### src/rtl/barrel_pkg.sv
// Shared types for the pipelined barrel shifter/rotator.
// The payload is sized for the widest supported operand; narrower builds use the low bits.
package barrel_pkg;

  localparam int MAX_W     = 64;
  localparam int MAX_AMT_W = 6;

  typedef enum logic [1:0] {
    OP_ROR = 2'b00,
    OP_ROL = 2'b01,
    OP_SRL = 2'b10,
    OP_SRA = 2'b11
  } op_e;

  typedef struct packed {
    logic [MAX_W-1:0]     data;
    logic [MAX_AMT_W-1:0] amt;
    op_e                  op;
    logic                 sign;
    logic                 carry;
  } stage_t;

endpackage

### src/rtl/barrel_stage.sv
// One log2 stage: conditionally shift/rotate by SHIFT, then register with a valid bit.
// Handshake: a beat moves on in_valid && in_ready; in_ready = !held || out_ready.
module barrel_stage
  import barrel_pkg::*;
#(
  parameter int WIDTH = 8,
  parameter int SHIFT = 1
) (
  input  logic   clk,
  input  logic   rst_n,
  input  logic   in_valid,
  output logic   in_ready,
  input  stage_t in_p,
  output logic   out_valid,
  input  logic   out_ready,
  output stage_t out_p
);

  localparam int K = $clog2(SHIFT);

  logic [WIDTH-1:0] d;
  logic [WIDTH-1:0] fill;
  stage_t           nxt;
  logic             v;
  stage_t           p;

  always_comb begin
    d    = in_p.data[WIDTH-1:0];
    fill = '0;
    case (in_p.op)
      OP_ROR, OP_ROL: fill = d << (WIDTH - SHIFT);
      OP_SRA:         fill = in_p.sign ? ~({WIDTH{1'b1}} >> SHIFT) : '0;
      default:        fill = '0;
    endcase
    nxt = in_p;
    if (in_p.amt[K]) nxt.data[WIDTH-1:0] = (d >> SHIFT) | fill;
  end

  assign in_ready = !v || out_ready;

  // Contents only change when a slot opens, so a stalled result holds still.
  always_ff @(posedge clk or negedge rst_n) begin
    if (!rst_n) begin
      v <= 1'b0;
      p <= '0;
    end else if (in_ready) begin
      v <= in_valid;
      if (in_valid) p <= nxt;
    end
  end

  assign out_valid = v;
  assign out_p     = p;

endmodule

### src/rtl/barrel_rotate_pipe.sv
// Pipelined ROR/ROL/SRL/SRA, one register per log2 stage, valid/ready on both sides.
// Optional out_carry (last bit shifted out) when BARREL_CARRY_EN is defined.
module barrel_rotate_pipe
  import barrel_pkg::*;
#(
  parameter int WIDTH = 8,
  parameter int AMT_W = $clog2(WIDTH)
) (
  input  logic             clk,
  input  logic             rst_n,
  input  logic             in_valid,
  output logic             in_ready,
  input  logic [WIDTH-1:0] in_data,
  input  logic [AMT_W-1:0] in_amt,
  input  logic [1:0]       in_op,
  output logic             out_valid,
  input  logic             out_ready,
  output logic [WIDTH-1:0] out_data
`ifdef BARREL_CARRY_EN
  ,
  output logic             out_carry
`endif
);

  op_e              op_in;
  logic [AMT_W-1:0] amt_neg;
  logic [AMT_W-1:0] amt_eff;
  stage_t           p0;

  // ROL becomes a right rotate by -amt mod WIDTH before entering the chain.
  always_comb begin
    op_in   = op_e'(in_op);
    amt_neg = AMT_W'(0) - in_amt;
    amt_eff = (op_in == OP_ROL) ? amt_neg : in_amt;
    p0      = '0;
    p0.data[WIDTH-1:0] = in_data;
    p0.amt  = MAX_AMT_W'(amt_eff);
    p0.op   = op_in;
    p0.sign = in_data[WIDTH-1];
`ifdef BARREL_CARRY_EN
    if (in_amt != '0)
      p0.carry = (op_in == OP_ROL) ? in_data[amt_neg] : in_data[in_amt - AMT_W'(1)];
`endif
  end

  stage_t sp [AMT_W+1];
  logic   sv [AMT_W+1];
  logic   sr [AMT_W+1];

  assign sp[0]     = p0;
  assign sv[0]     = in_valid;
  assign sr[AMT_W] = out_ready;

  for (genvar k = 0; k < AMT_W; k++) begin : g_stage
    barrel_stage #(
      .WIDTH(WIDTH),
      .SHIFT(1 << k)
    ) u_stage (
      .clk      (clk),
      .rst_n    (rst_n),
      .in_valid (sv[k]),
      .in_ready (sr[k]),
      .in_p     (sp[k]),
      .out_valid(sv[k+1]),
      .out_ready(sr[k+1]),
      .out_p    (sp[k+1])
    );
  end

  assign in_ready  = sr[0];
  assign out_valid = sv[AMT_W];
  assign out_data  = sp[AMT_W].data[WIDTH-1:0];
`ifdef BARREL_CARRY_EN
  assign out_carry = sp[AMT_W].carry;
`endif

  logic unused_tail;
  assign unused_tail = ^sp[AMT_W];

endmodule
### config.mk
export PLATFORM = sky130hd
export DESIGN_NAME = barrel_rotate_pipe
export DESIGN_NICKNAME = d
export VERILOG_FILES = /design/src/rtl/barrel_pkg.sv /design/src/rtl/barrel_stage.sv /design/src/rtl/barrel_rotate_pipe.sv
export SDC_FILE = /design/constraint.sdc
export NUM_CORES = 1
export LEC_CHECK = 0
export ABC_AREA = 1
export BUFFER_PORTS_ARGS = -buffer_cell sky130_fd_sc_hd__buf_2
export CORE_MARGIN = 3
export CORE_UTILIZATION = 50
export CTS_CLUSTER_SIZE = 20
export DETAILED_ROUTE_END_ITERATION = 10
export PLACE_DENSITY = 0.68
export SYNTH_ARGS = -nofsm -noshare
export SYNTH_HDL_FRONTEND = slang
export SYNTH_SLANG_ARGS = --single-unit
### constraint.sdc
create_clock -name clk -period 1.7 [get_ports clk]
set_input_delay 0.34 -clock clk [delete_from_list [all_inputs] [get_ports clk]]
set_output_delay 0.34 -clock clk [all_outputs]
set_load 0.005 [all_outputs]
==> impl_metrics.py <==
metrics = {
    "clocking": {
        "h-tree-depth": 2,
        "cts_tree": "built",
        "clockBufferDepth": 2,
        "path_clk_slew_ns": 0.10,
        "cts_hold_buf": 0,
        "cts-root-buf": "clkbuf_4",
        "cts_made_buffers": 5,
        "cts_resized": 0,
        "clkSinkCount": 36,
        "cts_setup_buffers": 0,
        "clk_latency_ns": 0.34,
    },
    "yosys": {
        "syn_avg_cell_area_um2": 7.98,
        "yosysWarnings": 0,
        "netlist_area_mm2": 0.00180,
        "synth_nets": 243,
        "netlist_instances": 225,
        "ys_seq_elements": 36,
        "ys_types": 20,
        "ys_seq_area_frac": 0.502,
    },
    "placement": {
        "port_buffers": 26,
        "routabilityCongestion": 0.757,
        "hpwlAfterDp_mm": 2.40,
    },
    "run": {
        "cap_violations": 0,
    },
    "layout": {
        "nets": 270,
        "syn2layout_area_growth_pct": 11.8,
        "multi_input_area_um2": 733,
        "layout_commonest_cell": "nand2_1",
        "final_cell_mix": "nand2_1, dfrtp_1, buf_2, o21ai_0, inv_1",
        "final.fill_count": 346,
        "fin_util": 0.592,
        "drive_gt1_frac": 0.213,
        "antenna_cells": 0,
        "seq_area_um2": 901,
    },
    "timing": {
        "setup_viol": 0,
        "timing.hold.ws_ns": 0.0100,
        "min_period_over_period": 0.852,
        "fmax_mhz": 690,
        "slew_headroom": 0.709,
        "tightest_slew_ns": 0.436,
        "setup_tns_ns": 0,
        "rsz0062_at_grt": "no",
        "finClkSkew_ns": 0.00990,
        "final-hold-violation-count": 0,
        "slew_viol_final": 0,
        "fin_crit_ns": 1.45,
    },
    "setup_path": {
        "cp-end-kind": "output port",
        "r2r_start": "g_stage[2].u_stage.out_valid",
        "crit_required_ns": 1.36,
        "crit_chain": "nand4_2 -> buf_2",
        "crit_type": "flip-flop to output port",
        "slowest_stage": "dfrtp_1",
        "r2r_slack_ns": 0.52,
        "worstPathMaxFanout": 4,
        "reg2regPathDepth": 5,
        "critical_path_arrival_ns": 1.11,
        "max_stage_delay_ns": 0.42,
        "cp-start-kind": "flip-flop",
        "rr_endpoint": "g_stage[0].u_stage.out_p[6]",
    },
    "pwr": {
        "leakagePower_nw": 1.07,
        "peakVddDrop_mv": 0.515,
        "p_per_area_mw_per_mm2": 1360,
    },
    "route": {
        "drt_iter0_drc": 44,
        "final_antenna_net_count": 0,
        "drt_wl_total_mm": 3.21,
        "drc": 0,
        "first_pass_iters": 4,
        "avgRoutedWirePerCell_um": 10.7,
        "vias": 1431,
        "via_per_inst": 4.79,
    },
    "grt": {
        "grt_max_degree": 37,
        "grt_pass1_vias": 1337,
        "grt_overflow_total": 0,
        "grt_pass1_wl_mm": 5.80,
        "track_usage": 0.179,
        "antenna_found_initial": 0,
    },
    "die": {
        "io_pins": 27,
        "start_util": 0.530,
        "dieArea_mm2": 0.00435,
        "coreArea_mm2": 0.00339,
        "die_y_um": 65.9,
        "row_count": 21,
        "fp.dieW_um": 65.9,
    },
    "min_path": {
        "hold_class": "primary input to asynchronous set/reset pin",
    },
    "outcome": {
        "outcome": "finished clean",
    },
}
-- stage by stage --
stage / cells / total power, mW / setup slack, ns / area (µm²)
final: 299 / 2.72 / 0.251 / 2010
after floorplan: 225 / 1.92 / 0.504 / 1800
after global routing: 299 / 2.98 / 0.173 / 2010
after CTS: 299 / 2.76 / 0.233 / 2010
after detailed placement: 291 / 2.16 / 0.371 / 1930
after global placement: 291 / 2.14 / 0.395 / 1930
-- layout make-up --
class	count	share of cell area
flip-flops and latches	36	0.449
multi-input cells	157	0.365
repair buffers	29	0.0761
inverters	23	0.0430
well taps	46	0.0287
clock buffers	6	0.0206
clock inverters	2	0.0175
-- cells in the mapped netlist (all sizes together) --
| cell type | instances | area share |
|---|---|---|
| a21oi | 2 | 0.0056 |
| buf | 8 | 0.039 |
| clkbuf | 1 | 0.0028 |
| dfrtp | 36 | 0.50 |
| ha | 1 | 0.0070 |
| inv | 23 | 0.048 |
| nand2 | 91 | 0.20 |
| nand3 | 4 | 0.011 |
| nand4 | 1 | 0.0070 |
| nor2 | 11 | 0.023 |
| o211ai | 6 | 0.025 |
| o21ai | 34 | 0.11 |
| or2 | 7 | 0.024 |
-- registers in the layout (all words and copies together), names as in the netlist --
register,cells
g_stage.u_stage.out_p,33
g_stage.u_stage.out_valid,3
-- report_power, final --
group          internal [mW]  switching (mW)
registers               1.13           0.196
logic                  0.334           0.475
clock network          0.308           0.279
total                   1.77           0.950
-- routing by layer --
metal / part of all wire / up-vias / global-route usage
li1: - / 765 / -
met1: 0.44 / 631 / 0.202
met2: 0.49 / 30 / 0.312
met3: 0.045 / 5 / 0.0510
met4: 0.019 / 0 / 0.0777
met5: 0 / - / 0
-- critical path, delay by kind of cell, from the launching register on --
family / cells / cell delay (ns)
buf+inv: 1 / 0.17
flops: 1 / 0.42
simple gates: 1 / 0.18
-- worst max-delay path by stage --
stage,start,endpoint,slack [ns],cells after the start
global placement,in_amt[0],g_stage[0].u_stage.out_p[6],0.39,10
detailed placement,in_amt[0],g_stage[0].u_stage.out_p[6],0.37,10
global route,g_stage[2].u_stage.out_valid,in_ready,0.17,2
floorplan,in_amt[0],g_stage[0].u_stage.out_p[5],0.50,7
CTS,g_stage[2].u_stage.out_valid,in_ready,0.23,2
finish,g_stage[2].u_stage.out_valid,in_ready,0.25,2
-- cell families after synthesis --
family | count (synthesis) | share of synthesized area
buffers and inverters | 32 | 0.0899
DFF | 36 | 0.502
and+or+nand+nor | 114 | 0.261
AOI/OAI and AO/OA | 42 | 0.140
adders and majority gates | 1 | 0.00697
Power figures use the tool's default switching activity.
